==> src/rtl/fft_sched_pkg.sv <==
// Shared types and default sizes for the FFT frame scheduler.
package fft_sched_pkg;

    typedef enum logic [1:0] {
        IDLE    = 2'd0,
        CAPTURE = 2'd1,
        COMPUTE = 2'd2,
        READOUT = 2'd3
    } phase_t;

    localparam int N_SAMPLES_DEF = 512;
    localparam int ADDR_W_DEF    = 9;
    localparam int DATA_W_DEF    = 16;

endpackage

==> src/rtl/fft_frame_sched_sram_port_mux.sv <==
// Phase-indexed mux of the capture, engine and readout requesters onto the single SRAM port.
module sram_port_mux
    import fft_sched_pkg::*;
#(
    parameter int ADDR_W = ADDR_W_DEF,
    parameter int DATA_W = DATA_W_DEF
) (
    input  phase_t            phase,
    input  logic              cap_write_ena,
    input  logic [ADDR_W-1:0] cap_addr,
    input  logic [DATA_W-1:0] cap_wdata,
    input  logic              eng_read_ena,
    input  logic              eng_write_ena,
    input  logic [ADDR_W-1:0] eng_addr,
    input  logic [DATA_W-1:0] eng_wdata,
    input  logic              rd_read_ena,
    input  logic [ADDR_W-1:0] rd_addr,
    output logic              sram_read_ena,
    output logic              sram_write_ena,
    output logic [ADDR_W-1:0] sram_addr,
    output logic [DATA_W-1:0] sram_wdata
);

    always_comb begin
        sram_read_ena  = 1'b0;
        sram_write_ena = 1'b0;
        sram_addr      = '0;
        sram_wdata     = '0;
        case (phase)
            CAPTURE: begin
                sram_write_ena = cap_write_ena;
                sram_addr      = cap_addr;
                sram_wdata     = cap_wdata;
            end
            COMPUTE: begin
                // A simultaneous engine read and write resolves to the write.
                sram_write_ena = eng_write_ena;
                sram_read_ena  = eng_read_ena && !eng_write_ena;
                sram_addr      = eng_addr;
                sram_wdata     = eng_wdata;
            end
            READOUT: begin
                sram_read_ena = rd_read_ena;
                sram_addr     = rd_addr;
            end
            default: begin
            end
        endcase
    end

endmodule

==> src/rtl/fft_frame_sched.sv <==
// Frame scheduler for the 512-point FFT: capture, engine compute and result readout,
// sharing one single-port sample SRAM.
module fft_frame_sched
    import fft_sched_pkg::*;
#(
    parameter int N_SAMPLES   = N_SAMPLES_DEF,
    parameter int ADDR_W      = ADDR_W_DEF,
    parameter int DATA_W      = DATA_W_DEF,
    parameter int FFT_TIMEOUT = 65535
) (
    input  logic              clk,
    input  logic              n_rst,
    input  logic              frame_go,
    input  logic              smp_valid,
    input  logic [DATA_W-1:0] smp_data,
    output logic              smp_ready,
    output logic              fft_start,
    input  logic              fft_done,
    input  logic              eng_read_ena,
    input  logic              eng_write_ena,
    input  logic [ADDR_W-1:0] eng_addr,
    input  logic [DATA_W-1:0] eng_wdata,
    output logic [DATA_W-1:0] eng_rdata,
    output logic              out_valid,
    input  logic              out_ready,
    output logic [DATA_W-1:0] out_data,
    output logic              out_last,
    output logic              sram_read_ena,
    output logic              sram_write_ena,
    output logic [ADDR_W-1:0] sram_addr,
    output logic [DATA_W-1:0] sram_wdata,
    input  logic [DATA_W-1:0] sram_rdata,
    output logic [1:0]        phase,
    output logic              overrun,
    output logic              fft_err
);

    localparam int PTR_W = ADDR_W + 1;
    localparam int TO_W  = $clog2(FFT_TIMEOUT + 1);

    localparam logic [PTR_W-1:0] LAST_IDX = PTR_W'(N_SAMPLES - 1);
    localparam logic [PTR_W-1:0] FULL_CNT = PTR_W'(N_SAMPLES);
    localparam logic [TO_W-1:0]  TO_LIMIT = TO_W'(FFT_TIMEOUT);

    phase_t              phase_q, phase_d;
    logic [PTR_W-1:0]    wr_ptr_q, wr_ptr_d;
    logic [PTR_W-1:0]    rd_ptr_q, rd_ptr_d;
    logic [TO_W-1:0]     to_cnt_q, to_cnt_d;
    logic                rd_pend_q, rd_pend_d;
    logic                out_valid_q, out_valid_d;
    logic                out_last_q, out_last_d;
    logic [DATA_W-1:0]   out_data_q, out_data_d;

    logic cap_we;
    logic rd_issue;
    logic rd_handshake;
    logic timeout_hit;

    assign cap_we       = (phase_q == CAPTURE) && smp_valid;
    assign rd_handshake = out_valid_q && out_ready;
    // One read in flight at most; a new one may go out in the same cycle the held word is taken.
    assign rd_issue     = (phase_q == READOUT) && !rd_pend_q
                          && (!out_valid_q || out_ready) && (rd_ptr_q < FULL_CNT);
    assign timeout_hit  = (phase_q == COMPUTE) && !fft_done && (to_cnt_q == TO_LIMIT);

    assign smp_ready = (phase_q == CAPTURE);
    assign fft_start = (phase_q == COMPUTE) && (to_cnt_q == '0);
    assign fft_err   = timeout_hit;
    assign overrun   = smp_valid && (phase_q != CAPTURE);
    assign phase     = phase_q;
    assign out_valid = out_valid_q;
    assign out_last  = out_last_q;
    assign out_data  = out_data_q;
    assign eng_rdata = sram_rdata;

    always_comb begin
        phase_d     = phase_q;
        wr_ptr_d    = wr_ptr_q;
        rd_ptr_d    = rd_ptr_q;
        to_cnt_d    = to_cnt_q;
        rd_pend_d   = rd_issue;
        out_valid_d = out_valid_q;
        out_last_d  = out_last_q;
        out_data_d  = out_data_q;

        // rd_ptr has already advanced past the returning word, so FULL_CNT marks the last one.
        if (rd_pend_q) begin
            out_data_d  = sram_rdata;
            out_valid_d = 1'b1;
            out_last_d  = (rd_ptr_q == FULL_CNT);
        end else if (rd_handshake) begin
            out_valid_d = 1'b0;
        end

        case (phase_q)
            IDLE: begin
                if (frame_go) begin
                    phase_d  = CAPTURE;
                    wr_ptr_d = '0;
                end
            end
            CAPTURE: begin
                if (cap_we) begin
                    wr_ptr_d = wr_ptr_q + PTR_W'(1);
                    if (wr_ptr_q == LAST_IDX) begin
                        phase_d  = COMPUTE;
                        to_cnt_d = '0;
                    end
                end
            end
            COMPUTE: begin
                if (fft_done) begin
                    phase_d  = READOUT;
                    rd_ptr_d = '0;
                end else if (timeout_hit) begin
                    phase_d = IDLE;
                end else begin
                    to_cnt_d = to_cnt_q + TO_W'(1);
                end
            end
            READOUT: begin
                if (rd_issue) begin
                    rd_ptr_d = rd_ptr_q + PTR_W'(1);
                end
                if (rd_handshake && out_last_q) begin
                    phase_d  = frame_go ? CAPTURE : IDLE;
                    wr_ptr_d = '0;
                end
            end
            default: begin
                phase_d = IDLE;
            end
        endcase
    end

    always_ff @(posedge clk) begin
        if (n_rst) begin
            phase_q     <= IDLE;
            wr_ptr_q    <= '0;
            rd_ptr_q    <= '0;
            to_cnt_q    <= '0;
            rd_pend_q   <= 1'b0;
            out_valid_q <= 1'b0;
            out_last_q  <= 1'b0;
            out_data_q  <= '0;
        end else begin
            phase_q     <= phase_d;
            wr_ptr_q    <= wr_ptr_d;
            rd_ptr_q    <= rd_ptr_d;
            to_cnt_q    <= to_cnt_d;
            rd_pend_q   <= rd_pend_d;
            out_valid_q <= out_valid_d;
            out_last_q  <= out_last_d;
            out_data_q  <= out_data_d;
        end
    end

    sram_port_mux #(
        .ADDR_W (ADDR_W),
        .DATA_W (DATA_W)
    ) u_mux (
        .phase          (phase_q),
        .cap_write_ena  (cap_we),
        .cap_addr       (wr_ptr_q[ADDR_W-1:0]),
        .cap_wdata      (smp_data),
        .eng_read_ena   (eng_read_ena),
        .eng_write_ena  (eng_write_ena),
        .eng_addr       (eng_addr),
        .eng_wdata      (eng_wdata),
        .rd_read_ena    (rd_issue),
        .rd_addr        (rd_ptr_q[ADDR_W-1:0]),
        .sram_read_ena  (sram_read_ena),
        .sram_write_ena (sram_write_ena),
        .sram_addr      (sram_addr),
        .sram_wdata     (sram_wdata)
    );

endmodule

==> config.mk <==
export PLATFORM = sky130hd
export DESIGN_NAME = fft_frame_sched
export DESIGN_NICKNAME = d
export VERILOG_FILES = /design/src/rtl/fft_sched_pkg.sv /design/src/rtl/fft_frame_sched_sram_port_mux.sv /design/src/rtl/fft_frame_sched.sv
export SDC_FILE = /design/constraint.sdc
export NUM_CORES = 1
export LEC_CHECK = 0
export ABC_AREA = 1
export BUFFER_PORTS_ARGS = -buffer_cell sky130_fd_sc_hd__clkbuf_2
export CORE_UTILIZATION = 55
export DETAILED_ROUTE_END_ITERATION = 6
export HOLD_SLACK_MARGIN = 0.03
export PLACE_DENSITY = 0.88
export SLEW_MARGIN = 40
export SYNTH_ARGS = -nofsm -noshare
export SYNTH_HDL_FRONTEND = slang
export SYNTH_HIERARCHICAL = 1
export SYNTH_SLANG_ARGS = --single-unit
==> constraint.sdc <==
create_clock -name clk -period 2.6 [get_ports clk]
set_clock_uncertainty 0.15 [all_clocks]
set_input_delay 0.52 -clock clk [delete_from_list [all_inputs] [get_ports clk]]
set_output_delay 0.52 -clock clk [all_outputs]
set_load 0.01 [all_outputs]
==> flow_summary_export.csv <==
group,metric,value,unit
power,seq_power_share,35.1,%
sta,setup_violations,0,
clock_tree,cts_hold_repair.buffers,0,
clock_tree,numCtsBuffers,9,
sta,drv_slew,0,
clock_tree,cts.sinks,57,
min_path,min_from,"sram_rdata[4]",
floorplan,dieArea,7128,sq um
grt,grt_util_all_layers,28.91,%
yosys,async_flop_share,0,%
worst_setup_path,start_kind,"flip-flop",
worst_setup_path,critical_path.max_stage_delay,0.43,ns
grt,grt_pass1_vias,3803,
power,power.density,709.0,nW/um^2
place,dp_cells,784,
floorplan,die_w,84.43,um
status,violations,"DRC",
grt,grt_max_degree,27,
yosys,syn-num-nets,684,
power,p_sw,1.338,mW
routing,initialDrtViolationCount,326,
worst_setup_path,cp-end-kind,"primary output",
final_layout,nets,793,
yosys,synth-seq-cells,57,
status,status,"finished, violations left",
sta,fmax,411.0,MHz
final_layout,instances_no_fill,799,
sta,slew_headroom,69.99,%
power,intPower,1.807,mW
place,dp_slack,0.3736,ns
grt,grt.overflow.total,0,
min_path,hold_class,"input pin to flip-flop",
sta,period_share,93.58,%
yosys,synth_edf_count,0,
clock_tree,clk_pin_slew,0.06,ns
final_layout,synthToLayoutAreaGrowth,18.68,%
clock_tree,cts_tree,"done",
clock_tree,ctsResizeCount,0,
yosys,synth.avg_cell_area,6.137,sq um
clock_tree,clockBufferDepth,2,
yosys,syn_inst,609,
worst_setup_path,worstPathRequired,1.93,ns
clock_tree,clock-root-buffer,"clkbuf_8",
worst_setup_path,slowest_stage,"dfxtp_2",
sta,tightest_slew,0.4474,ns
floorplan,design.portCount,132,
yosys,syn_area,3737,sq um
final_layout,multi_input_area,2051,sq um
final_layout,n_antenna_cell,0,
yosys,synth_warnings,6,
place,place_congestion,0.9489,
sta,timing.hold.ws,0.2814,ns
final_layout,layout-drive-gt1-share,25.62,%
job,drv_cap,0,
routing,first_pass_iters,7,
routing,drc_errors,21,
clock_tree,clock_latency,0.33,ns
sta,min_period,2.433,ns
floorplan,initial_core_util,57.87,%
worst_setup_path,startpoint,"phase[0]",
routing,num_vias,4233,
worst_setup_path,critPathKind,"flip-flop to primary output",
power,ir_worst_vdd,0.0004342,V
clock_tree,post_cts_buffers,0,
floorplan,rows,29,
final_layout,num-fill-cells,551,
sta,hold_viol,0,
power,swShare,42.54,%
clock_tree,htreeDepth,3,
sta,rsz0062_at_grt,"false",
power,clkPwrFrac,23.7,%
floorplan,coreArea,6459,sq um
yosys,synthFlopType,"dfxtp_1",
power,comb_power_share,41.2,%
routing,ant_nets,0,
routing,wl,10.32,mm
worst_setup_path,crit_chain,"inv_1 -> ha_1 -> inv_2 -> a21oi_1 -> clkbuf_2",
worst_setup_path,crit_fanout,17,
place,post-dp-hpwl,7.890,mm
worst_setup_path,reg2reg_from,"to_cnt_q[1]",
sta,tns,0,ns
worst_setup_path,arrival,1.76,ns
routing,viasPerCell,5.298,
place,port_buffers,131,
power,p_leak,2.112,nW
final_layout,register_area,1144,sq um
grt,grt_pass1_wl,16.47,mm
grt,antenna_found_initial,0,
yosys,ys_seq_area_share,30.53,%
yosys,synth_cell_types,30,
sta,fin_ws,0.1669,ns
power,p_total,3.145,mW
floorplan,die_height,84.43,um
routing,drt-wirelength-per-cell,12.91,um
flip-flops by register name, summed over array words and instances, names as in the netlist:
signal     count
rd_pend_q      1
out_last       1
wr_ptr_q      10
phase          2
out_data      16
to_cnt_q      16
out_valid      1
rd_ptr_q      10
cell families after synthesis:
logic type                 after synthesis  share of synthesized area, %
adders and majority gates               10                         3.348
and+or+nand+nor                        352                         39.54
xor gates and xnor gates                 2                        0.4688
DFF                                     57                         30.53
buffers and inverters                  110                         14.66
AOI/OAI and AO/OA                       78                         11.45
cell usage after synthesis, drive strengths merged (8+ instances only):
cell type  instances  area (sq um)
nand4              9         56.30
ha                10         125.1
clkbuf             8         30.03
nor3              10         61.31
a21oi             40         226.5
buf               30         247.7
dfxtp             57          1141
nand3             51         265.3
nand2            172         660.6
inv               69         259.0
nor2             106         407.9
o21ai             35         178.9
critical path: cells and delay by family (launching register included):
family	cells	cell delay [ns]
AOI/OAI and AO/OA	1	0.12
DFF	1	0.43
adders and majority gates	1	0.31
buffers and inverters	3	0.56
power groups by stage:
| stage | clock network [mW] | registers [mW] | logic [mW] |
|---|---|---|---|
| 2_1_floorplan | 0 | 1.10 | 1.01 |
| 3_3_place_gp | 0 | 1.11 | 1.24 |
| 3_5_place_dp | 0 | 1.11 | 1.28 |
| 4_1_cts | 0.760 | 1.10 | 1.28 |
| 5_1_grt | 0.798 | 1.12 | 1.43 |
| 6_report | 0.745 | 1.10 | 1.30 |
routing by layer:
| layer | GRT usage [%] | share of wire [%] | vias up |
|---|---|---|---|
| met5 | 0 | 0 | - |
| met4 | 18.95 | 3.8 | 0 |
| met3 | 6.096 | 8.5 | 31 |
| met2 | 51.94 | 47 | 220 |
| met1 | 30.68 | 40 | 1856 |
| li1 | - | - | 2126 |
stage by stage:
| stage | utilization, % | instance area (sq um) |
|---|---|---|
| after floorplan | - | 3737 |
| after global placement | 65.79 | 4249 |
| after detailed placement | 65.79 | 4249 |
| after CTS | 68.60 | 4431 |
| after global routing | 68.67 | 4436 |
| final | 68.67 | 4436 |
cell type report:
class,instances,share of cell area (%)
clock buffers,13,3.808
clock inverters,2,0.2821
inverters,72,6.093
multi-input cells,442,46.23
flip-flops and latches,57,25.78
well taps,77,2.172
repair buffers,136,15.63
path summary, 6_finish.rpt:
path	to	slack, ns	cells after the start
hold reg to reg	rd_ptr_q[9]	0.34	2
setup reg to reg	to_cnt_q[0]	0.43	10
hold / removal	out_data[4]	0.28	3
setup / recovery	sram_wdata[7]	0.17	5
placed cells by master, fill, tap and decap left out, types with 2 or more instances in the layout:
master    Yosys  layout
clkbuf_2      0     131
a211oi_1      2       2
clkbuf_8      0      12
nor4_1        3       3
buf_4        19       5
nand4_1       9       9
nor3_1        9       9
inv_1        58      58
o21ai_1       6       6
dfxtp_2       0       2
o21ai_0      28      28
dfxtp_1      57      55
clkinv_1      3       3
xnor2_1       2       2
inv_2        11      11
nor2_2        4       4
a21oi_2       7       7
nand3_1      49      49
nand2_1     166     166
a21oi_1      33      33
nor2_1      102     102
nand3_2       2       2
ha_1         10       9
nand2_2       6       6
No activity file was read; power rests on OpenSTA's default activity.
